==> config.mk <==
export PLATFORM = sky130hd
export DESIGN_NAME = alu_sweep_capture
export DESIGN_NICKNAME = d
export VERILOG_FILES = /design/src/rtl/alu_sweep_capture.sv
export SDC_FILE = /design/constraint.sdc
export NUM_CORES = 1
export LEC_CHECK = 0
export CAP_MARGIN = 20
export CORE_AREA = 2 2 114 116
export CTS_CLUSTER_SIZE = 16
export DETAILED_ROUTE_END_ITERATION = 10
export DIE_AREA = 0 0 116 118
export GPL_TIMING_DRIVEN = 0
export PLACE_DENSITY = 0.78
export SLEW_MARGIN = 20
export SYNTH_ARGS = -nofsm -noshare
export SYNTH_HDL_FRONTEND = slang
export SYNTH_SLANG_ARGS = --single-unit
==> constraint.sdc <==
create_clock -name clk -period 4.1 [get_ports clk]
set_input_delay 0.41 -clock clk [delete_from_list [all_inputs] [get_ports clk]]
set_output_delay 0.41 -clock clk [all_outputs]
set_load 0.02 [all_outputs]
==> src/rtl/alu_sweep_capture.sv <==
// Drives an external ALU through every opcode with one latched operand set,
// captures each settled result, then streams (opcode, R) pairs over valid/ready.
module alu_sweep_capture #(
    parameter int WIDTH   = 8,
    parameter int OPW     = 4,
    parameter int NUM_OPS = 16,
    parameter int SETTLE  = 10
) (
    input  logic             clk,
    input  logic             rst,
    input  logic             start,
    input  logic [WIDTH-1:0] a_in,
    input  logic [WIDTH-1:0] b_in,
    input  logic             m_in,
    input  logic             cn_in,
    input  logic             l_in,
    input  logic             h_in,
    output logic [WIDTH-1:0] alu_a,
    output logic [WIDTH-1:0] alu_b,
    output logic [OPW-1:0]   alu_opcode,
    output logic             alu_m,
    output logic             alu_cn,
    output logic             alu_l,
    output logic             alu_h,
    input  logic [WIDTH-1:0] alu_r,
    output logic             busy,
    output logic             out_valid,
    input  logic             out_ready,
    output logic [OPW-1:0]   out_opcode,
    output logic [WIDTH-1:0] out_r,
    output logic             out_last,
    output logic             done
);

    localparam int SW = (SETTLE > 1) ? $clog2(SETTLE) : 1;
    localparam int PW = (NUM_OPS > 1) ? $clog2(NUM_OPS) : 1;

    typedef enum logic [1:0] {IDLE, SWEEP, DUMP} state_t;

    state_t           state_reg;
    logic [SW-1:0]    settle_cnt_reg;
    logic [PW-1:0]    rd_ptr_reg;
    logic [PW-1:0]    rd_ptr_next;
    logic [PW-1:0]    wr_addr;
    logic             capture;
    logic             last_op;
    logic             handshake;
    logic [WIDTH-1:0] mem [NUM_OPS];

    assign wr_addr     = alu_opcode[PW-1:0];
    assign capture     = (state_reg == SWEEP) && (settle_cnt_reg == SW'(SETTLE - 1));
    assign last_op     = (alu_opcode == OPW'(NUM_OPS - 1));
    assign handshake   = (state_reg == DUMP) && out_valid && out_ready;
    assign rd_ptr_next = rd_ptr_reg + PW'(1);

    // Result buffer kept free of reset so it maps onto block RAM.
    always_ff @(posedge clk) begin
        if (capture) begin
            mem[wr_addr] <= alu_r;
        end
    end

    always_ff @(posedge clk) begin
        if (rst) begin
            state_reg      <= IDLE;
            settle_cnt_reg <= '0;
            rd_ptr_reg     <= '0;
            alu_a          <= '0;
            alu_b          <= '0;
            alu_opcode     <= '0;
            alu_m          <= 1'b0;
            alu_cn         <= 1'b0;
            alu_l          <= 1'b0;
            alu_h          <= 1'b0;
            busy           <= 1'b0;
            out_valid      <= 1'b0;
            out_opcode     <= '0;
            out_r          <= '0;
            out_last       <= 1'b0;
            done           <= 1'b0;
        end else begin
            done <= 1'b0;
            case (state_reg)
                IDLE: begin
                    if (start) begin
                        alu_a          <= a_in;
                        alu_b          <= b_in;
                        alu_m          <= m_in;
                        alu_cn         <= cn_in;
                        alu_l          <= l_in;
                        alu_h          <= h_in;
                        alu_opcode     <= '0;
                        settle_cnt_reg <= '0;
                        busy           <= 1'b1;
                        state_reg      <= SWEEP;
                    end
                end
                SWEEP: begin
                    if (capture) begin
                        if (last_op) begin
                            // First entry is presented straight away; with a single
                            // opcode it is the value being written this very edge.
                            state_reg  <= DUMP;
                            rd_ptr_reg <= '0;
                            out_valid  <= 1'b1;
                            out_opcode <= '0;
                            out_r      <= (NUM_OPS == 1) ? alu_r : mem[PW'(0)];
                            out_last   <= (NUM_OPS == 1);
                        end else begin
                            alu_opcode     <= alu_opcode + OPW'(1);
                            settle_cnt_reg <= '0;
                        end
                    end else begin
                        settle_cnt_reg <= settle_cnt_reg + SW'(1);
                    end
                end
                DUMP: begin
                    if (handshake) begin
                        if (out_last) begin
                            state_reg <= IDLE;
                            out_valid <= 1'b0;
                            out_last  <= 1'b0;
                            busy      <= 1'b0;
                            done      <= 1'b1;
                        end else begin
                            rd_ptr_reg <= rd_ptr_next;
                            out_opcode <= OPW'(rd_ptr_next);
                            out_r      <= mem[rd_ptr_next];
                            out_last   <= (rd_ptr_next == PW'(NUM_OPS - 1));
                        end
                    end
                end
                default: state_reg <= IDLE;
            endcase
        end
    end

endmodule

==> impl_metrics.tcl, run 1 <==
set metrics [dict create \
    outcome "complete, no violations" \
    rsz0062_at_grt "no" \
    io_buffers 70 \
    boundaryPins 72 \
    htreeDepth 4 \
    synth_area_sq_mm 0.00718 \
    drv_slew 0 \
    nets 648 \
    cp.arrival_ns 3.27 \
    cts_tree "built" \
    viasPerCell 5.98 \
    gp_congestion 0.865 \
    yosysMostFrequentCell "edfxtp_1" \
    drc_errors 0 \
    grt_pass1_vias 4692 \
    fmax_mhz 338 \
    start_util 0.578 \
    yosys.area.top_type "edfxtp_1" \
    core-area_sq_mm 0.0124 \
    wl_per_cell_um 20.8 \
    largest_reg_flops 128 \
    skew_ns 0.00564 \
    fin_area_sq_mm 0.00868 \
    yosys_warnings 0 \
    cts_resized 0 \
    post_synth.cell_area_avg_sq_um 13.8 \
    ys_types 48 \
    numClockSinks 174 \
    first_iter_violations 481 \
    synthFlopType "edfxtp_1" \
    cts_inserted_buffers 17 \
    critPathRequiredTime_ns 4.41 \
    vias 4743 \
    tightest_slew_ns 0.956 \
    tns_ns 0 \
    wl_um 16500 \
    cp_max_fo 10 \
    die_w_um 116 \
    synthCells 519 \
    async_flop_share 0 \
    hold_viol 0 \
    grt_max_degree 17 \
    synth_commonest_cells "edfxtp_1 (128), nand2_1 (60), a21oi_1 (56)" \
    rr_worst_depth 11 \
    syn2layout_area_growth_pct 20.9 \
    startpoint_type "register" \
    grt_antenna_before_repair 0 \
    placed_cell_area_sq_mm 0.00810 \
    peakVddDrop_mv 0.334 \
    overflow 0 \
    power_w 0.00366 \
    max-slew-margin-rel 0.358 \
    clk_latency_ns 0.44 \
    cts_root_buf "clkbuf_16" \
    num_rows 41 \
    dp_cells 761 \
    finalCritPeriodShare 0.721 \
    setup_viol 0 \
    cts_setup_buffers 0 \
    syn_nets 559 \
    yosysSeqAreaShare 0.664 \
    synth_seq_cells 174 \
    die_height_um 118 \
    synth_area_leaders "edfxtp_1 (54%), dfxtp_1 (13%), mux4_2 (5.0%), mux2i_1 (4.5%), a21oi_1 (3.9%)" \
    diodes 0 \
    die_area_sq_mm 0.0137 \
    maxCapViolCount 0 \
    hold_depth 2 \
    top_register "mem" \
    hold_class "register to register" \
    finalNonFillerCells 793 \
    period_minus_slack_ns 2.96 \
    drive_above_1_share 0.113 \
    grt_pass1_wl_um 25800 \
    dr.pass1.iters 5 \
    ctsHoldBuffers 0 \
    power_density_mw_per_mm2 421 \
    track_usage 0.257 \
    ctsLongestPathBuffers 2 \
    crit_type "register to register" \
    power.leakage_nw 3.06 \
    drtAntennaViolNets 0 \
    synth_edf_count 128 \
    clkSlewWorstSetupHoldPaths_ns 0.07 \
    dpl.hpwl_um 11300 \
    synth_top_area_frac 0.535 \
    end_kind "register" \
]
final cells by class:
class                      instances  area [sq um]
timing repair buffer              70           701
sequential                       174          4760
multi-input combinational        311          2240
clock inverter                    14           159
tap                              172           215
fill                             852          3730
inverter                           7          26.3
clock buffer                      18           429
buffer                            27           145
routing by layer:
layer | up-vias | routed length, um | global-route usage
met5 | - | 0 | 0
met3 | 32 | 1410 | 0.0798
met1 | 2359 | 6550 | 0.338
met4 | 0 | 293 | 0.0938
li1 | 2138 | - | -
met2 | 214 | 8210 | 0.404
cells in the final DEF (no fill, tap or decap), types with 5 or more instances in the layout:
master and instances:
a22oi_1 8, dfxtp_1 46, o21ai_0 5, clkdlybuf4s50_1 70, mux4_2 16, clkbuf_16 17
a21oi_1 56, a211o_1 7, buf_2 7, buf_4 5, a32oi_1 8, mux2i_1 32
nand3_1 11, nand2b_1 11, inv_1 6, a31oi_1 7, and2_1 13, edfxtp_1 128
clkbuf_1 11, ha_1 8, nor2_1 25, nand2_1 60
critical path: stages (launching register included):
cell and delay (ns):
dfxtp_1 0.37, buf_2 0.20, buf_6 0.20, inv_2 0.09, ha_1 0.28, buf_4 0.13, buf_4 0.20, buf_2 0.37
mux2i_1 0.30, a22oi_1 0.14, a32oi_1 0.39, a31oi_1 0.14
stage by stage:
| step | utilization | hold WS (ns) | worst slack, ns |
|---|---|---|---|
| finish | 0.699 | 0.454 | 1.14 |
| global route | 0.699 | 0.474 | 0.954 |
| CTS | 0.699 | 0.457 | 1.16 |
| detailed placement | 0.652 | 0.448 | 1.18 |
| global placement | 0.652 | 0.442 | 1.32 |
| floorplan | - | 0.462 | 1.64 |
cell families after synthesis:
kind of cell / Yosys count / synth area share
flip-flops: 174 / 0.664
buffers and inverters: 34 / 0.0239
multiplexers: 49 / 0.0985
AO/OA/AOI/OAI: 101 / 0.0929
adder cells (fa/ha/maj): 8 / 0.0139
XOR/XNOR: 4 / 0.00488
AND/OR/NAND/NOR: 149 / 0.102
worst paths after layout:
check | start | slack [ns] | to
min | alu_b[1]$_SDFFE_PP0P_ | 0.45 | alu_b[1]$_SDFFE_PP0P_
max | rd_ptr_reg[0]$_SDFFE_PP0P_ | 1.14 | out_r[4]$_SDFFE_PP0P_
min reg2reg | alu_b[1]$_SDFFE_PP0P_ | 0.45 | alu_b[1]$_SDFFE_PP0P_
max reg2reg | rd_ptr_reg[0]$_SDFFE_PP0P_ | 1.14 | out_r[4]$_SDFFE_PP0P_
report_power, final:
group | internal, W | total [W] | leakage (nW) | switching (W)
sequential | 0.00190 | 0.00191 | 1.52 | 0.00000753
clock | 0.000909 | 0.00161 | 0.281 | 0.000701
combinational | 0.0000606 | 0.000143 | 1.26 | 0.0000820
(Power assumes the default switching activity.)
==> run 2, diff against run 1 <==
--- a/config.mk
+++ b/config.mk
@@ -6,12 +6,12 @@
 export NUM_CORES = 1
 export LEC_CHECK = 0
 export CAP_MARGIN = 20
-export CORE_AREA = 2 2 114 116
+export CORE_AREA = 2 2 116 118
 export CTS_CLUSTER_SIZE = 16
 export DETAILED_ROUTE_END_ITERATION = 10
-export DIE_AREA = 0 0 116 118
+export DIE_AREA = 0 0 118 120
 export GPL_TIMING_DRIVEN = 0
-export PLACE_DENSITY = 0.78
+export PLACE_DENSITY = 0.75
 export SLEW_MARGIN = 20
 export SYNTH_ARGS = -nofsm -noshare
 export SYNTH_HDL_FRONTEND = slang
==> constraint.sdc (replaced) <==
create_clock -name clk -period 2.8 [get_ports clk]
set_input_delay 0.28 -clock clk [delete_from_list [all_inputs] [get_ports clk]]
set_output_delay 0.28 -clock clk [all_outputs]
set_load 0.02 [all_outputs]
==> impl_metrics.tcl, run 2 (same netlist as run 1, synthesis figures left out) <==
set metrics [dict create \
    dr.pass1.iters 6 \
    startpoint_type "register" \
    crit_type "register to register" \
    hold_class "primary input to register" \
    cts_tree "built" \
    clkSlewWorstSetupHoldPaths_ns 0.06 \
    cts_root_buf "clkbuf_16" \
    cts_setup_buffers 0 \
    wl_per_cell_um 20.2 \
    overflow 0 \
    viasPerCell 5.84 \
    r2r-end "out_r[2]$_SDFFE_PP0P_" \
    max_stage_delay_ns 0.36 \
    power_density_mw_per_mm2 615 \
    grt_max_degree 17 \
    gp_congestion 0.864 \
    period_minus_slack_ns 2.66 \
    drive_above_1_share 0.116 \
    largest_reg_flops 128 \
    whs_ns 0.401 \
    hp-start "b_in[5]" \
    start_util 0.553 \
    crit_chain "clkbuf_4 -> buf_6 -> inv_2 -> ha_1 -> buf_4 -> buf_4 -> buf_4 -> mux2i_1 -> nand2_1 -> a32oi_2 -> a31oi_1" \
    htreeDepth 4 \
    die_w_um 118 \
    critPathMostFrequentCell "buf_4" \
    fillers 928 \
    power_frac_comb 0.039 \
    p_sw_w 0.00110 \
    diodes 0 \
    syn2layout_area_growth_pct 21.7 \
    cp_top_family "buffers and inverters" \
    layout_commonest_cell "edfxtp_1" \
    sequentialPowerShare 0.520 \
    cts_inserted_buffers 17 \
    skew_ns 0.00922 \
    clkPwrFrac 0.441 \
    hold_depth 3 \
    rr_worst_depth 11 \
    hold_viol 0 \
    end_kind "register" \
    tightest_slew_ns 0.909 \
    first_iter_violations 450 \
    power.leakage_nw 3.08 \
    gr-usage-met2 0.383 \
    maxCapViolCount 0 \
    drc_errors 0 \
    critPathRequiredTime_ns 3.10 \
    gr-usage-met1 0.307 \
    numClockSinks 174 \
    cp.arrival_ns 2.97 \
    drtAntennaViolNets 0 \
    finalWorstSetupSlack_ns 0.137 \
    grt_busiest_layer "met2" \
    nets 648 \
    rrSetupSlack_ns 0.14 \
    finalCritPeriodShare 0.951 \
    grt_use_met3 0.0599 \
    outcome "complete, no violations" \
    min_to "alu_b[5]$_SDFFE_PP0P_" \
    rsz0062_at_grt "yes" \
    critPathSlowestCell "dfxtp_1" \
    ctsLongestPathBuffers 2 \
    top_register "mem" \
    drv_slew 0 \
    cp_max_fo 10 \
    final_cell_mix "edfxtp_1 (128), clkdlybuf4s50_1 (70), nand2_1 (60)" \
    internal-power_w 0.00428 \
    io_buffers 70 \
    num_rows 42 \
    clk_latency_ns 0.43 \
    place_ws_ns -0.0352 \
    reg2reg_from "rd_ptr_reg[0]$_SDFFE_PP0P_" \
    fmax_mhz 376 \
    grt_pass1_wl_um 24900 \
    die_area_sq_mm 0.0142 \
    max-slew-margin-rel 0.392 \
    switching_share 0.204 \
    path_buf_inv 6 \
    wl_um 16100 \
    die_height_um 120 \
    boundaryPins 72 \
    dpl.hpwl_um 11300 \
    grt_pass1_vias 4548 \
    core-area_sq_mm 0.0130 \
    peakVddDrop_mv 0.470 \
    setup_viol 0 \
    track_usage 0.236 \
    grt_antenna_before_repair 0 \
    vias 4655 \
]
## run 2: worst max path at each step
| stage | from | to | cells after the start |
|---|---|---|---|
| 2_1_floorplan | rd_ptr_reg[0]$_SDFFE_PP0P_ | out_r[6]$_SDFFE_PP0P_ | 11 |
| 3_3_place_gp | rd_ptr_reg[0]$_SDFFE_PP0P_ | out_r[4]$_SDFFE_PP0P_ | 11 |
| 3_5_place_dp | rd_ptr_reg[0]$_SDFFE_PP0P_ | out_r[4]$_SDFFE_PP0P_ | 11 |
| 4_1_cts | rd_ptr_reg[0]$_SDFFE_PP0P_ | out_r[2]$_SDFFE_PP0P_ | 11 |
| 5_1_grt | rd_ptr_reg[0]$_SDFFE_PP0P_ | out_r[0]$_SDFFE_PP0P_ | 11 |
| 6_report | rd_ptr_reg[0]$_SDFFE_PP0P_ | out_r[2]$_SDFFE_PP0P_ | 11 |
## run 2: worst reg2reg max path: stages, from the launching register on
cell      delay, ns
dfxtp_1        0.36
clkbuf_4       0.21
buf_6          0.19
inv_2          0.09
ha_1           0.29
buf_4          0.14
buf_4          0.22
buf_4          0.26
mux2i_1        0.28
nand2_1        0.11
a32oi_2        0.28
a31oi_1        0.12
## run 2: through the flow
step	power [W]	area (sq um)	utilization	setup TNS, ns	std cells
6_report	0.00537	8740	0.673	0	797
3_5_place_dp	0.00306	8100	0.624	-0.0352	765
3_3_place_gp	0.00305	8100	0.624	0	765
4_1_cts	0.00539	8700	0.670	0	797
5_1_grt	0.00552	8740	0.673	-0.0304	797
2_1_floorplan	0.00293	7180	-	0	519
## run 2: area by class of cell
cell class	count	area (sq um)	share of cell area
Timing Repair Buffer	70	701	0.0802
Tap cell	176	220	0.0252
Clock inverter	13	160	0.0183
Buffer	27	165	0.0189
Multi-Input combinational cell	311	2270	0.260
Clock buffer	19	433	0.0495
Inverter	7	26.3	0.00301
Sequential cell	174	4760	0.545
## run 2: power by group through the flow
| stage | clock network (W) | registers (W) | logic [W] |
|---|---|---|---|
| 2_1_floorplan | 0 | 0.00287 | 0.0000613 |
| 3_3_place_gp | 0 | 0.00285 | 0.000199 |
| 3_5_place_dp | 0 | 0.00285 | 0.000207 |
| 4_1_cts | 0.00238 | 0.00279 | 0.000208 |
| 5_1_grt | 0.00250 | 0.00279 | 0.000225 |
| 6_report | 0.00237 | 0.00279 | 0.000208 |
## run 2: timing repair
item / 4_1_cts / 5_1_grt
pin swaps: 0 / 2
hold buffers: 0 / 0
setup endpoints to repair: 3 / 7
resized for setup: 1 / 13
## run 2: metal layers
| layer | share of wire | wire length, um | vias up |
|---|---|---|---|
| met5 | 0 | 0 | - |
| met4 | 0.019 | 298 | 0 |
| met3 | 0.074 | 1190 | 27 |
| met2 | 0.50 | 8070 | 199 |
| met1 | 0.41 | 6530 | 2287 |
| li1 | - | - | 2142 |
